[src/rtl/i2c_bus_bridge.sv]
// I2C target front end for the LED driver: decodes the I2C link and turns
// pointer-protocol transfers into single-cycle register-bus writes and reads.
`timescale 1ns/1ps
module i2c_bus_bridge #(
  parameter logic [6:0] DEV_ADDR  = 7'h62,
  parameter int         ADDR_BITS = 4,
  parameter int         DATA_BITS = 8,
  parameter int         REG_COUNT = 13
) (
  input  logic                 clk_400K,
  input  logic                 reset_n,
  input  logic                 scl_in,
  input  logic                 sda_in,
  output logic                 sda_oe,
  output logic [ADDR_BITS-1:0] bus_addr,
  output logic [DATA_BITS-1:0] bus_wdata,
  input  logic [DATA_BITS-1:0] bus_rdata,
  output logic                 bus_w_en,
  output logic                 bus_r_en,
  output logic                 busy
);

  typedef enum logic [3:0] {
    IDLE, ADDR, ADDR_ACK, PTR, WDATA, DATA_ACK, RD_FETCH, RDATA, RACK, IGNORE
  } stateT;

  localparam logic [ADDR_BITS-1:0] LAST_PTR = ADDR_BITS'(REG_COUNT - 1);
  localparam logic [ADDR_BITS-1:0] PTR_ONE  = ADDR_BITS'(1);

  logic sclMeta_q, sclSync_q, sclHist_q;
  logic sdaMeta_q, sdaSync_q, sdaHist_q;

  stateT                state_q, state_d;
  logic [ADDR_BITS-1:0] ptr_q, ptr_d;
  logic [DATA_BITS-1:0] shift_q, shift_d;
  logic [3:0]           bitCnt_q, bitCnt_d;
  logic                 ackBit_q, ackBit_d;
  logic                 sdaOe_q, sdaOe_d;
  logic [ADDR_BITS-1:0] busAddr_q, busAddr_d;
  logic [DATA_BITS-1:0] busWdata_q, busWdata_d;
  logic                 wEn_q, wEn_d;
  logic                 rEn_q, rEn_d;
  logic                 busy_q, busy_d;

  logic                 sclRise, sclFall, startDet, stopDet;
  logic [ADDR_BITS-1:0] nextPtr;

  // Synchronizers carry no reset so a reset cannot fabricate a START or STOP.
  always_ff @(posedge clk_400K) begin
    sclMeta_q <= scl_in;
    sclSync_q <= sclMeta_q;
    sclHist_q <= sclSync_q;
    sdaMeta_q <= sda_in;
    sdaSync_q <= sdaMeta_q;
    sdaHist_q <= sdaSync_q;
  end

  assign sclRise  = sclSync_q & ~sclHist_q;
  assign sclFall  = ~sclSync_q & sclHist_q;
  assign startDet = sclSync_q & sclHist_q & ~sdaSync_q & sdaHist_q;
  assign stopDet  = sclSync_q & sclHist_q & sdaSync_q & ~sdaHist_q;
  assign nextPtr  = (ptr_q == LAST_PTR) ? '0 : ptr_q + PTR_ONE;

  always_ff @(posedge clk_400K) begin
    if (!reset_n) begin
      state_q    <= IDLE;
      ptr_q      <= '0;
      shift_q    <= '0;
      bitCnt_q   <= '0;
      ackBit_q   <= 1'b1;
      sdaOe_q    <= 1'b0;
      busAddr_q  <= '0;
      busWdata_q <= '0;
      wEn_q      <= 1'b0;
      rEn_q      <= 1'b0;
      busy_q     <= 1'b0;
    end else begin
      state_q    <= state_d;
      ptr_q      <= ptr_d;
      shift_q    <= shift_d;
      bitCnt_q   <= bitCnt_d;
      ackBit_q   <= ackBit_d;
      sdaOe_q    <= sdaOe_d;
      busAddr_q  <= busAddr_d;
      busWdata_q <= busWdata_d;
      wEn_q      <= wEn_d;
      rEn_q      <= rEn_d;
      busy_q     <= busy_d;
    end
  end

  always_comb begin
    state_d    = state_q;
    ptr_d      = ptr_q;
    shift_d    = shift_q;
    bitCnt_d   = bitCnt_q;
    ackBit_d   = ackBit_q;
    sdaOe_d    = sdaOe_q;
    busAddr_d  = busAddr_q;
    busWdata_d = busWdata_q;
    wEn_d      = 1'b0;
    rEn_d      = 1'b0;
    busy_d     = busy_q;

    // The pointer advances on the clock after each write strobe.
    if (wEn_q) ptr_d = nextPtr;

    if (stopDet) begin
      state_d  = IDLE;
      busy_d   = 1'b0;
      sdaOe_d  = 1'b0;
      bitCnt_d = '0;
    end else if (startDet) begin
      state_d  = ADDR;
      bitCnt_d = '0;
      sdaOe_d  = 1'b0;
    end else begin
      case (state_q)
        ADDR, PTR, WDATA: begin
          if (sclRise && bitCnt_q < 4'd8) begin
            shift_d  = {shift_q[DATA_BITS-2:0], sdaSync_q};
            bitCnt_d = bitCnt_q + 4'd1;
          end else if (sclFall && bitCnt_q == 4'd8) begin
            bitCnt_d = '0;
            case (state_q)
              ADDR: begin
                if (shift_q[DATA_BITS-1:1] == DEV_ADDR) begin
                  state_d = ADDR_ACK;
                  busy_d  = 1'b1;
                  sdaOe_d = 1'b1;
                end else begin
                  state_d = IGNORE;
                end
              end
              PTR: begin
                ptr_d   = shift_q[ADDR_BITS-1:0];
                sdaOe_d = 1'b1;
                state_d = DATA_ACK;
              end
              default: begin
                busAddr_d  = ptr_q;
                busWdata_d = shift_q;
                wEn_d      = 1'b1;
                sdaOe_d    = 1'b1;
                state_d    = DATA_ACK;
              end
            endcase
          end
        end
        ADDR_ACK: begin
          if (sclFall) begin
            if (shift_q[0]) begin
              // ACK stays driven until the first read bit replaces it.
              state_d   = RD_FETCH;
              rEn_d     = 1'b1;
              busAddr_d = ptr_q;
            end else begin
              sdaOe_d = 1'b0;
              state_d = PTR;
            end
          end
        end
        DATA_ACK: begin
          if (sclFall) begin
            sdaOe_d = 1'b0;
            state_d = WDATA;
          end
        end
        RD_FETCH: begin
          shift_d  = bus_rdata;
          sdaOe_d  = ~bus_rdata[DATA_BITS-1];
          ptr_d    = nextPtr;
          bitCnt_d = 4'd1;
          state_d  = RDATA;
        end
        RDATA: begin
          if (sclFall) begin
            if (bitCnt_q < 4'd8) begin
              sdaOe_d  = ~shift_q[DATA_BITS-2];
              shift_d  = {shift_q[DATA_BITS-2:0], 1'b0};
              bitCnt_d = bitCnt_q + 4'd1;
            end else begin
              sdaOe_d = 1'b0;
              state_d = RACK;
            end
          end
        end
        RACK: begin
          if (sclRise) ackBit_d = sdaSync_q;
          if (sclFall) begin
            if (!ackBit_q) begin
              state_d   = RD_FETCH;
              rEn_d     = 1'b1;
              busAddr_d = ptr_q;
            end else begin
              state_d = IGNORE;
            end
          end
        end
        default: ;
      endcase
    end
  end

  assign sda_oe    = sdaOe_q;
  assign bus_addr  = busAddr_q;
  assign bus_wdata = busWdata_q;
  assign bus_w_en  = wEn_q;
  assign bus_r_en  = rEn_q;
  assign busy      = busy_q;

endmodule

[config.mk]
export PLATFORM = sky130hd
export DESIGN_NAME = i2c_bus_bridge
export DESIGN_NICKNAME = d
export VERILOG_FILES = /design/src/rtl/i2c_bus_bridge.sv
export SDC_FILE = /design/constraint.sdc
export NUM_CORES = 1
export LEC_CHECK = 0
export BUFFER_PORTS_ARGS = -buffer_cell sky130_fd_sc_hd__buf_2
export CAP_MARGIN = 20
export CORE_MARGIN = 10
export CORE_UTILIZATION = 43
export CTS_CLUSTER_DIAMETER = 200
export DETAILED_ROUTE_END_ITERATION = 6
export PLACE_DENSITY = 0.6
export SYNTH_ARGS = -nofsm -noshare
export SYNTH_HDL_FRONTEND = slang
export SYNTH_SLANG_ARGS = --single-unit
export TNS_END_PERCENT = 50
[constraint.sdc]
create_clock -name clk_400K -period 4.35 [get_ports clk_400K]
set_clock_uncertainty 0.1 [all_clocks]
set_input_delay 0.87 -clock clk_400K [delete_from_list [all_inputs] [get_ports clk_400K]]
set_output_delay 0.87 -clock clk_400K [all_outputs]
set_load 0.1 [all_outputs]
==> results of run 1 <==
-- power groups by stage --
stage	Sequential (mW)	Combinational [mW]	Clock, mW
after global placement	0.539	0.409	0
after global routing	0.543	0.456	0.274
after CTS	0.530	0.413	0.258
after detailed placement	0.539	0.411	0
after floorplan	0.501	0.375	0
final	0.532	0.415	0.247
-- area by class of cell --
| cell class | count | area share |
|---|---|---|
| Timing Repair Buffer | 28 | 0.0536 |
| Clock buffer | 6 | 0.0273 |
| Clock inverter | 2 | 0.00471 |
| Tap cell | 72 | 0.0339 |
| Sequential cell | 43 | 0.324 |
| Inverter | 13 | 0.0184 |
| Multi-Input combinational cell | 197 | 0.538 |
-- cells by family (layout without fill, tap and decap cells) --
| kind of cell | after synthesis | after routing |
|---|---|---|
| AND/OR/NAND/NOR | 96 | 96 |
| AO/OA/AOI/OAI | 70 | 70 |
| flip-flops | 43 | 43 |
| buffers and inverters | 32 | 49 |
| multiplexers | 24 | 24 |
| adder cells (fa/ha/maj) | 4 | 4 |
| XOR/XNOR | 3 | 3 |
-- final timing paths --
path | slack (ns) | startpoint | to | cells past startpoint
min | 0.24 | sclMeta_q | sclSync_q | 0
min reg2reg | 0.24 | sclMeta_q | sclSync_q | 0
max reg2reg | 1.87 | state_q[1] | shift_q[1] | 5
max | 1.87 | state_q[1] | shift_q[1] | 5
-- layout by cell type (no fill, tap or decap), types with 3 or more instances in the layout --
cell type,Yosys,routed
o21ai_1,3,3
mux2i_1,23,23
nor2_1,17,17
nand3_1,6,6
a211oi_1,6,6
ha_1,4,4
o211ai_1,3,3
nand2_1,26,26
a21oi_1,16,16
nor3b_1,4,4
nor4b_1,5,5
nand2b_1,3,3
nor3_1,4,4
o21ai_0,8,8
and3_1,4,4
clkbuf_8,0,5
inv_1,11,11
buf_2,9,27
and3b_1,4,4
nor2_2,3,3
dfxtp_1,43,43
xor2_1,3,3
nand3b_1,3,3
-- registers in the layout, summed over array words and instances (netlist names), 4 cells and up --
name       cells
bus_wdata      8
shift_q        8
bitCnt_q       4
bus_addr       4
ptr_q          4
state_q        4
-- metal layers --
metal	up-vias	GRT usage	share of wire
li1	1040	-	-
met1	967	0.174	0.45
met2	50	0.221	0.47
met3	6	0.0401	0.066
met4	0	0.0491	0.012
met5	-	0	0
-- metrics by stage --
stage | utilization | hold slack, ns | power (mW)
5_1_grt | 0.483 | 0.261 | 1.27
4_1_cts | 0.483 | 0.248 | 1.20
3_5_place_dp | 0.467 | 0.229 | 0.950
6_report | 0.483 | 0.243 | 1.19
3_3_place_gp | 0.467 | 0.213 | 0.948
2_1_floorplan | - | 0.210 | 0.876
==> flow_summary_export.csv, run 1 <==
group,metric,value,unit
worst_setup_path,path_class,"reg2reg",
routing,vias,2063,
timing,fin_crit,2.48,ns
yosys,async_flop_share,0,
hold_path,hold_path.class,"reg2reg",
yosys,synth_most_common_cell,"dfxtp_1",
power_and_ir_drop,ir_drop,0.000222,V
grt,grt_pass1_wl,10.2,mm
yosys,synthesis.nets,288,
power_and_ir_drop,cellInternalPower,712,uW
routing,via_per_inst,5.71,
routing,drt_iter0_markers,165,
finish,register_area,861,sq um
clocking,cts-resized-gates,0,
clocking,htreeDepth,2,
placed_design,dp_hpwl,4.44,mm
routing,drtPass1Iterations,4,
placed_design,numPortBuffers,27,
placed_design,gp_congestion,0.890,
timing,worst_slew_pin_slew,0.805,ns
worst_setup_path,arrival,2.58,ns
flow_run,maxCapViolCount,0,
yosys,synth-compound-area-share,0.221,
finish,n_fill_cell,552,
floorplan,die_x,95.5,um
clocking,clk_latency,0.30,ns
finish,area_growth,8.36,%
yosys,synth_top_family_by_area,"simple AND/OR/NAND/NOR gates",
timing,finalSetupTns,0,ns
worst_setup_path,worstPathRequired,4.45,ns
yosys,synth_edf_count,0,
finish,antenna_cells,0,
worst_setup_path,path_delay_family,"compound AO/OA/AOI/OAI gates",
clocking,cts_sinks,43,
timing,post-route-period-util,0.570,
yosys,synth_xor_area_frac,0.0107,
yosys,synth_top_area_frac,0.351,
yosys,synthCells,272,
yosys,synth_area_leaders,"dfxtp_1 35%, mux2i_1 9.4%, nand2_1 4.0%",
worst_setup_path,startpoint_type,"flip-flop",
timing,report.final.hold_viol_count,0,
finish,multi_input_area,0.00143,sq mm
yosys,yosysSeqAreaShare,0.351,
power_and_ir_drop,power.switching,482,uW
clocking,hold_buffers,0,
power_and_ir_drop,p_leak,0.947,nW
yosys,synthFlopType,"dfxtp_1",
worst_setup_path,endpoint_kind,"flip-flop",
floorplan,core,0.00551,sq mm
power_and_ir_drop,powerDensity,449,mW/mm^2
clocking,root_buffer,"clkbuf_8",
clocking,clockBufferDepth,2,
routing,ant_nets,0,
floorplan,std_cell_rows,27,
finish,final_area,0.00266,sq mm
routing,avgRoutedWirePerCell,16.8,um
floorplan,fp.dieH,95.5,um
grt,grt_pass1_vias,2059,
yosys,synth-simple-area-share,0.233,
worst_setup_path,cpPeakStageDelay,0.79,ns
clocking,cts_buffers,5,
placed_design,placed_area,0.00257,sq mm
grt,grt_usage,0.139,
clocking,cts_tree,"done",
grt,grt_remaining_overflow,0,
timing,rsz0062_at_grt,"no",
yosys,synthAdderAreaFrac,0.0204,
floorplan,die-area,0.00913,sq mm
grt,grt_max_degree,24,
worst_setup_path,cp_max_fo,22,
yosys,ys.warnings.count,0,
power_and_ir_drop,p_seq_frac,0.445,
yosys,synth_mux_area_frac,0.0984,
timing,relSlewSlack,0.463,
finish,layoutNonFillerInstCount,361,
routing,wl,6.05,mm
floorplan,start_util,0.446,
worst_setup_path,path_cells,"and4bb_2 > a31oi_2 > a21oi_4 > o211ai_1 > o211a_1",
floorplan,ios,28,
power_and_ir_drop,p_clk_frac,0.207,
grt,antenna_found_initial,0,
clocking,post_cts_buffers,0,
clocking,clkTransAtPathRegs,0.08,ns
routing,drcViolationCount,0,
timing,setup_viol,0,
finish,fin_nets,304,
power_and_ir_drop,p_sw_frac,0.403,
power_and_ir_drop,power_frac_comb,0.348,
worst_setup_path,crit_slowest_cell,"dfxtp_1",
status,run_status,"completed",
yosys,synth_top_cell_by_area,"dfxtp_1",
yosys,ys_ff_latch,43,
worst_setup_path,cp.buffers_inverters,0,
yosys,synth_area,0.00245,sq mm
yosys,syn_area_per_cell,9.02,sq um
timing,maxSlewViolCount,0,
timing,clock.fmax,0.403,GHz
yosys,synth.distinct_cells,70,
finish,drive_gt1_frac,0.190,
timing,worst_slack,1.87,ns
placed_design,pre_cts_ws,1.67,ns
placed_design,dp_cells,353,
yosys,synth_common_cells,"43 x dfxtp_1, 26 x nand2_1, 23 x mux2i_1",
Note: power is estimated with default switching activity, not from simulation.
==> inputs of run 2 (changes only) <==
Settings changed: PLACE_DENSITY 0.6 to 0.62.
Clock period 4.35 ns to 2.05 ns, I/O delays scaled along.
==> run 2 against run 1 <==
Effect of this change:
- wire length is 11% higher
- sequential cell count stayed put
- maximum frequency is 27% higher
- sequential share of layout area is 2.9 points lower
- critical endpoint is now state_q[0]
- final cell count is 8.3% higher
- final area is 11% higher
- combinational power grew to 2.9 times the previous value
- critical path type unchanged
- power is 140% higher
- clock power grew to 2.7 times the previous value
- highest routed layer unchanged
==> flow_summary_export.csv, run 2 (same netlist as run 1, synthesis figures left out) <==
group,metric,value,unit
status,run_status,"completed",
timing,maxSlewViolCount,0,
timing,rsz0062_at_grt,"no",
hold_path,hold_path.class,"in2reg",
clocking,cts_tree,"done",
floorplan,start_util,0.446,
grt,grt_remaining_overflow,0,
flow_run,maxCapViolCount,0,
power_and_ir_drop,p_leak,1.12,nW
floorplan,die-area,0.00913,sq mm
routing,drt_iter0_markers,167,
hold_path,holdCritStartpoint,"scl_in",
timing,setup_viol,0,
power_and_ir_drop,finalPower,2.90,mW
grt,antenna_found_initial,0,
worst_setup_path,reg2reg_from,"state_q[0]",
worst_setup_path,path_class,"reg2reg",
worst_setup_path,startpoint_type,"flip-flop",
finish,layout_common_cells,"38 x dfxtp_1, 29 x buf_4, 27 x buf_2, 25 x nand2_1, 23 x mux2i_1",
clocking,cts_sinks,43,
floorplan,die_x,95.5,um
timing,finalSetupTns,0,ns
clocking,cts_buffers,5,
hold_path,min_path_cells,1,
timing,clock.fmax,0.511,GHz
timing,fin_crit,1.96,ns
routing,vias,2294,
worst_setup_path,cp_max_fo,12,
routing,via_per_inst,5.87,
floorplan,core,0.00551,sq mm
grt,grt_max_degree,18,
placed_design,numPortBuffers,27,
worst_setup_path,endpoint_kind,"flip-flop",
placed_design,dp_hpwl,4.87,mm
power_and_ir_drop,ir_drop,0.000494,V
clocking,clockBufferDepth,2,
finish,area_growth,20.2,%
grt,grt_pass1_wl,11.3,mm
finish,fin_nets,334,
hold_path,min_to,"sclMeta_q",
worst_setup_path,r2r_end,"state_q[0]",
floorplan,ios,28,
timing,relSlewSlack,0.603,
routing,ant_nets,0,
finish,final_common_cell,"dfxtp_1",
finish,antenna_cells,0,
power_and_ir_drop,powerDensity,984,mW/mm^2
clocking,root_buffer,"clkbuf_8",
worst_setup_path,reg2reg_slack,0.09,ns
clocking,clkTransAtPathRegs,0.09,ns
worst_setup_path,worstPathRequired,2.11,ns
clocking,clk_latency,0.30,ns
finish,drive_gt1_frac,0.292,
timing,report.final.hold_viol_count,0,
routing,drtPass1Iterations,6,
routing,wl,6.71,mm
grt,grt_pass1_vias,2214,
timing,worst_slew_pin_slew,0.589,ns
worst_setup_path,startpoint,"state_q[0]",
routing,avgRoutedWirePerCell,17.1,um
placed_design,gp_congestion,0.913,
grt,grt_usage,0.154,
floorplan,std_cell_rows,27,
worst_setup_path,reg2regPathDepth,6,
worst_setup_path,arrival,2.02,ns
timing,post-route-period-util,0.955,
routing,drcViolationCount,0,
floorplan,fp.dieH,95.5,um
clocking,htreeDepth,2,
==> run 2: power breakdown <==
group / switching [mW] / leakage, nW / internal [mW]
clock network: 0.313 / 0.0581 / 0.363
logic: 0.712 / 0.713 / 0.506
registers: 0.0861 / 0.351 / 0.923
==> run 2: worst max path at each step <==
stage / to / slack [ns] / depth (start not counted)
2_1_floorplan: bus_wdata[0] / 0.30 / 7
3_3_place_gp: bus_wdata[2] / 0.06 / 6
3_5_place_dp: bus_wdata[2] / 0.06 / 6
4_1_cts: bus_wdata[2] / 0.02 / 6
5_1_grt: bus_addr[3] / 0.01 / 7
6_report: state_q[0] / 0.09 / 6
==> run 2: layout make-up <==
class                      instances  area [sq um]
timing repair buffer              58           384
sequential                        43           870
clock inverter                     3          43.8
inverter                          13          48.8
fill                             513          2560
clock buffer                       5          68.8
tap                               72          90.1
multi-input combinational        197          1450
==> run 2: timing repair <==
item | in CTS | in global routing
hold buffers | 0 | 0
setup buffers | 0 | 3
setup endpoints to repair | 0 | 20
resized for setup | 0 | 9
==> run 2: per-stage QoR <==
step           std cells  hold slack (ns)  instance area, sq um  worst slack [ns]   util
2_1_floorplan        272            0.210                  2450             0.296      -
3_3_place_gp         379            0.211                  2780            0.0638  0.505
3_5_place_dp         379            0.214                  2780            0.0574  0.505
4_1_cts              387            0.106                  2890            0.0237  0.526
5_1_grt              391            0.102                  2950            0.0116  0.536
6_report             391            0.116                  2950            0.0924  0.536
==> run 2: worst max-delay path, cell delays in order (launching register included) <==
cell	delay, ns
dfxtp_1	0.41
buf_4	0.21
nor4b_1	0.45
nand3_1	0.24
o221ai_1	0.13
or3_1	0.16
a41oi_2	0.11
==> run 2: per-layer routing <==
metal | track usage | up-vias | part of all wire
met5 | 0 | - | 0
met1 | 0.202 | 1071 | 0.45
li1 | - | 1104 | -
met3 | 0.0432 | 17 | 0.068
met2 | 0.236 | 102 | 0.46
met4 | 0.0504 | 0 | 0.017
==> inputs of run 3 (changes only) <==
Settings changed: CORE_UTILIZATION 43 to 40, PLACE_DENSITY 0.62 to 0.58.
==> run 3 against run 2 <==
Effect of this change:
- sequential power barely moved
- worst setup slack improved by 0.0027 ns
- combinational power is 7% lower
- global-route usage is 2.5 points lower
- critical endpoint is now sda_oe
==> flow_summary_export.csv, run 3 (same netlist as run 1, synthesis figures left out) <==
group,metric,value,unit
finish,drive_gt1_frac,0.267,
timing,setup_viol,0,
hold_path,holdCritStartpoint,"sda_in",
finish,layoutNonFillerInstCount,386,
routing,drcViolationCount,0,
finish,multi_input_area,0.00145,sq mm
timing,maxSlewViolCount,0,
floorplan,std_cell_rows,28,
routing,avgRoutedWirePerCell,16.8,um
timing,relSlewSlack,0.562,
timing,post-route-period-util,0.954,
finish,fin_nets,326,
clocking,cts_sinks,43,
power_and_ir_drop,powerDensity,989,mW/mm^2
power_and_ir_drop,cellInternalPower,1.76,mW
worst_setup_path,reg2regPathDepth,6,
floorplan,fp.dieH,98.3,um
timing,holdWs,0.109,ns
floorplan,start_util,0.412,
finish,area_growth,17.7,%
placed_design,dp_hpwl,4.80,mm
hold_path,min_path_cells,1,
placed_design,dp_cells,378,
worst_setup_path,worstPathRequired,2.11,ns
clocking,cts_buffers,5,
floorplan,ios,28,
worst_setup_path,arrival,2.01,ns
finish,register_area,863,sq um
finish,final_common_cell,"dfxtp_1",
clocking,htreeDepth,2,
timing,report.final.hold_viol_count,0,
power_and_ir_drop,p_leak,1.09,nW
clocking,clkTransAtPathRegs,0.10,ns
timing,finalSetupTns,0,ns
timing,rsz0062_at_grt,"no",
worst_setup_path,path_class,"reg2reg",
power_and_ir_drop,power.switching,1.10,mW
clocking,post_cts_buffers,0,
power_and_ir_drop,power_frac_comb,0.399,
grt,antenna_found_initial,0,
power_and_ir_drop,p_sw_frac,0.384,
placed_design,pre_cts_ws,0.0706,ns
status,run_status,"completed",
floorplan,die-area,0.00967,sq mm
timing,worst_slew_pin_slew,0.649,ns
grt,grt_pass1_wl,10.7,mm
worst_setup_path,crit_slowest_cell,"nor4b_1",
floorplan,die_x,98.3,um
power_and_ir_drop,p_clk_frac,0.241,
worst_setup_path,cp_max_fo,15,
placed_design,numPortBuffers,27,
grt,grt_remaining_overflow,0,
grt,grt_usage,0.128,
finish,layout_common_cells,"41 x dfxtp_1, 27 x buf_2, 26 x nand2_1, 23 x mux2i_1, 22 x buf_4",
routing,via_per_inst,5.82,
worst_setup_path,reg2reg_from,"state_q[0]",
worst_setup_path,endpoint_kind,"flip-flop",
grt,grt_max_degree,22,
routing,ant_nets,0,
worst_setup_path,startpoint_type,"flip-flop",
worst_setup_path,reg2reg_slack,0.1,ns
routing,vias,2246,
flow_run,maxCapViolCount,0,
routing,wl,6.47,mm
hold_path,hold_path.class,"in2reg",
routing,drtPass1Iterations,5,
worst_setup_path,path_cells,"buf_4 > nor4b_1 > a21boi_1 > a2111oi_2 > nor2_1 > a211oi_1",
timing,fin_crit,1.95,ns
routing,drt_iter0_markers,259,
grt,grt_pass1_vias,2135,
clocking,clk_latency,0.30,ns
worst_setup_path,cpPeakStageDelay,0.43,ns
finish,n_fill_cell,613,
clocking,cts_tree,"done",
power_and_ir_drop,p_seq_frac,0.360,
finish,antenna_cells,0,
clocking,clockBufferDepth,2,
placed_design,gp_congestion,0.929,
floorplan,core,0.00596,sq mm
clocking,root_buffer,"clkbuf_8",
power_and_ir_drop,ir_drop,0.000522,V
worst_setup_path,r2r_end,"sda_oe",
hold_path,min_to,"sdaMeta_q",
timing,clock.fmax,0.512,GHz
timing,worst_slack,0.0950,ns
## run 3: layout make-up
| class | instances | share of cell area |
|---|---|---|
| clock buffer | 5 | 0.0238 |
| sequential | 43 | 0.299 |
| clock inverter | 3 | 0.0165 |
| tap | 75 | 0.0325 |
| timing repair buffer | 50 | 0.111 |
| inverter | 13 | 0.0169 |
| multi-input combinational | 197 | 0.500 |
## run 3: power groups by stage
stage / clock [mW] / sequential [mW] / combinational, mW
floorplan: 0 / 1.06 / 0.795
global placement: 0 / 1.04 / 1.11
detailed placement: 0 / 1.04 / 1.12
CTS: 0.704 / 1.02 / 1.12
global route: 0.743 / 1.04 / 1.24
finish: 0.688 / 1.03 / 1.14
## run 3: through the flow
step	instance area [sq um]	power (mW)	util
2_1_floorplan	2450	1.86	-
3_3_place_gp	2760	2.15	0.463
3_5_place_dp	2760	2.15	0.463
4_1_cts	2870	2.85	0.482
5_1_grt	2890	3.02	0.485
6_report	2890	2.85	0.485
## run 3: routing by layer
metal,vias to the layer above,share of wire,global-route usage
met2,83,0.44,0.193
li1,1094,-,-
met5,-,0,0
met4,0,0.015,0.0331
met3,11,0.071,0.0324
met1,1058,0.48,0.177
## run 3: critical path: cells and delay by family (launching register included)
kind	cells	cell delay, ns
simple gates	2	0.55
compound gates	3	0.54
flops	1	0.40
buf+inv	1	0.23
## run 3: what timing repair did
action                     CTS  global route
gates resized for setup      0             6
setup endpoints to repair    0            10
hold buffers                 0             0
## run 3: how the worst max path moves through the flow
stage | cells past startpoint | slack, ns | end | start
floorplan | 7 | 0.30 | bus_wdata[0] | sclSync_q
global placement | 6 | 0.06 | sda_oe | state_q[0]
detailed placement | 5 | 0.07 | sda_oe | state_q[2]
CTS | 5 | 0.02 | sda_oe | state_q[2]
global route | 6 | 0.01 | bus_wdata[3] | bitCnt_q[3]
finish | 6 | 0.1 | sda_oe | state_q[0]
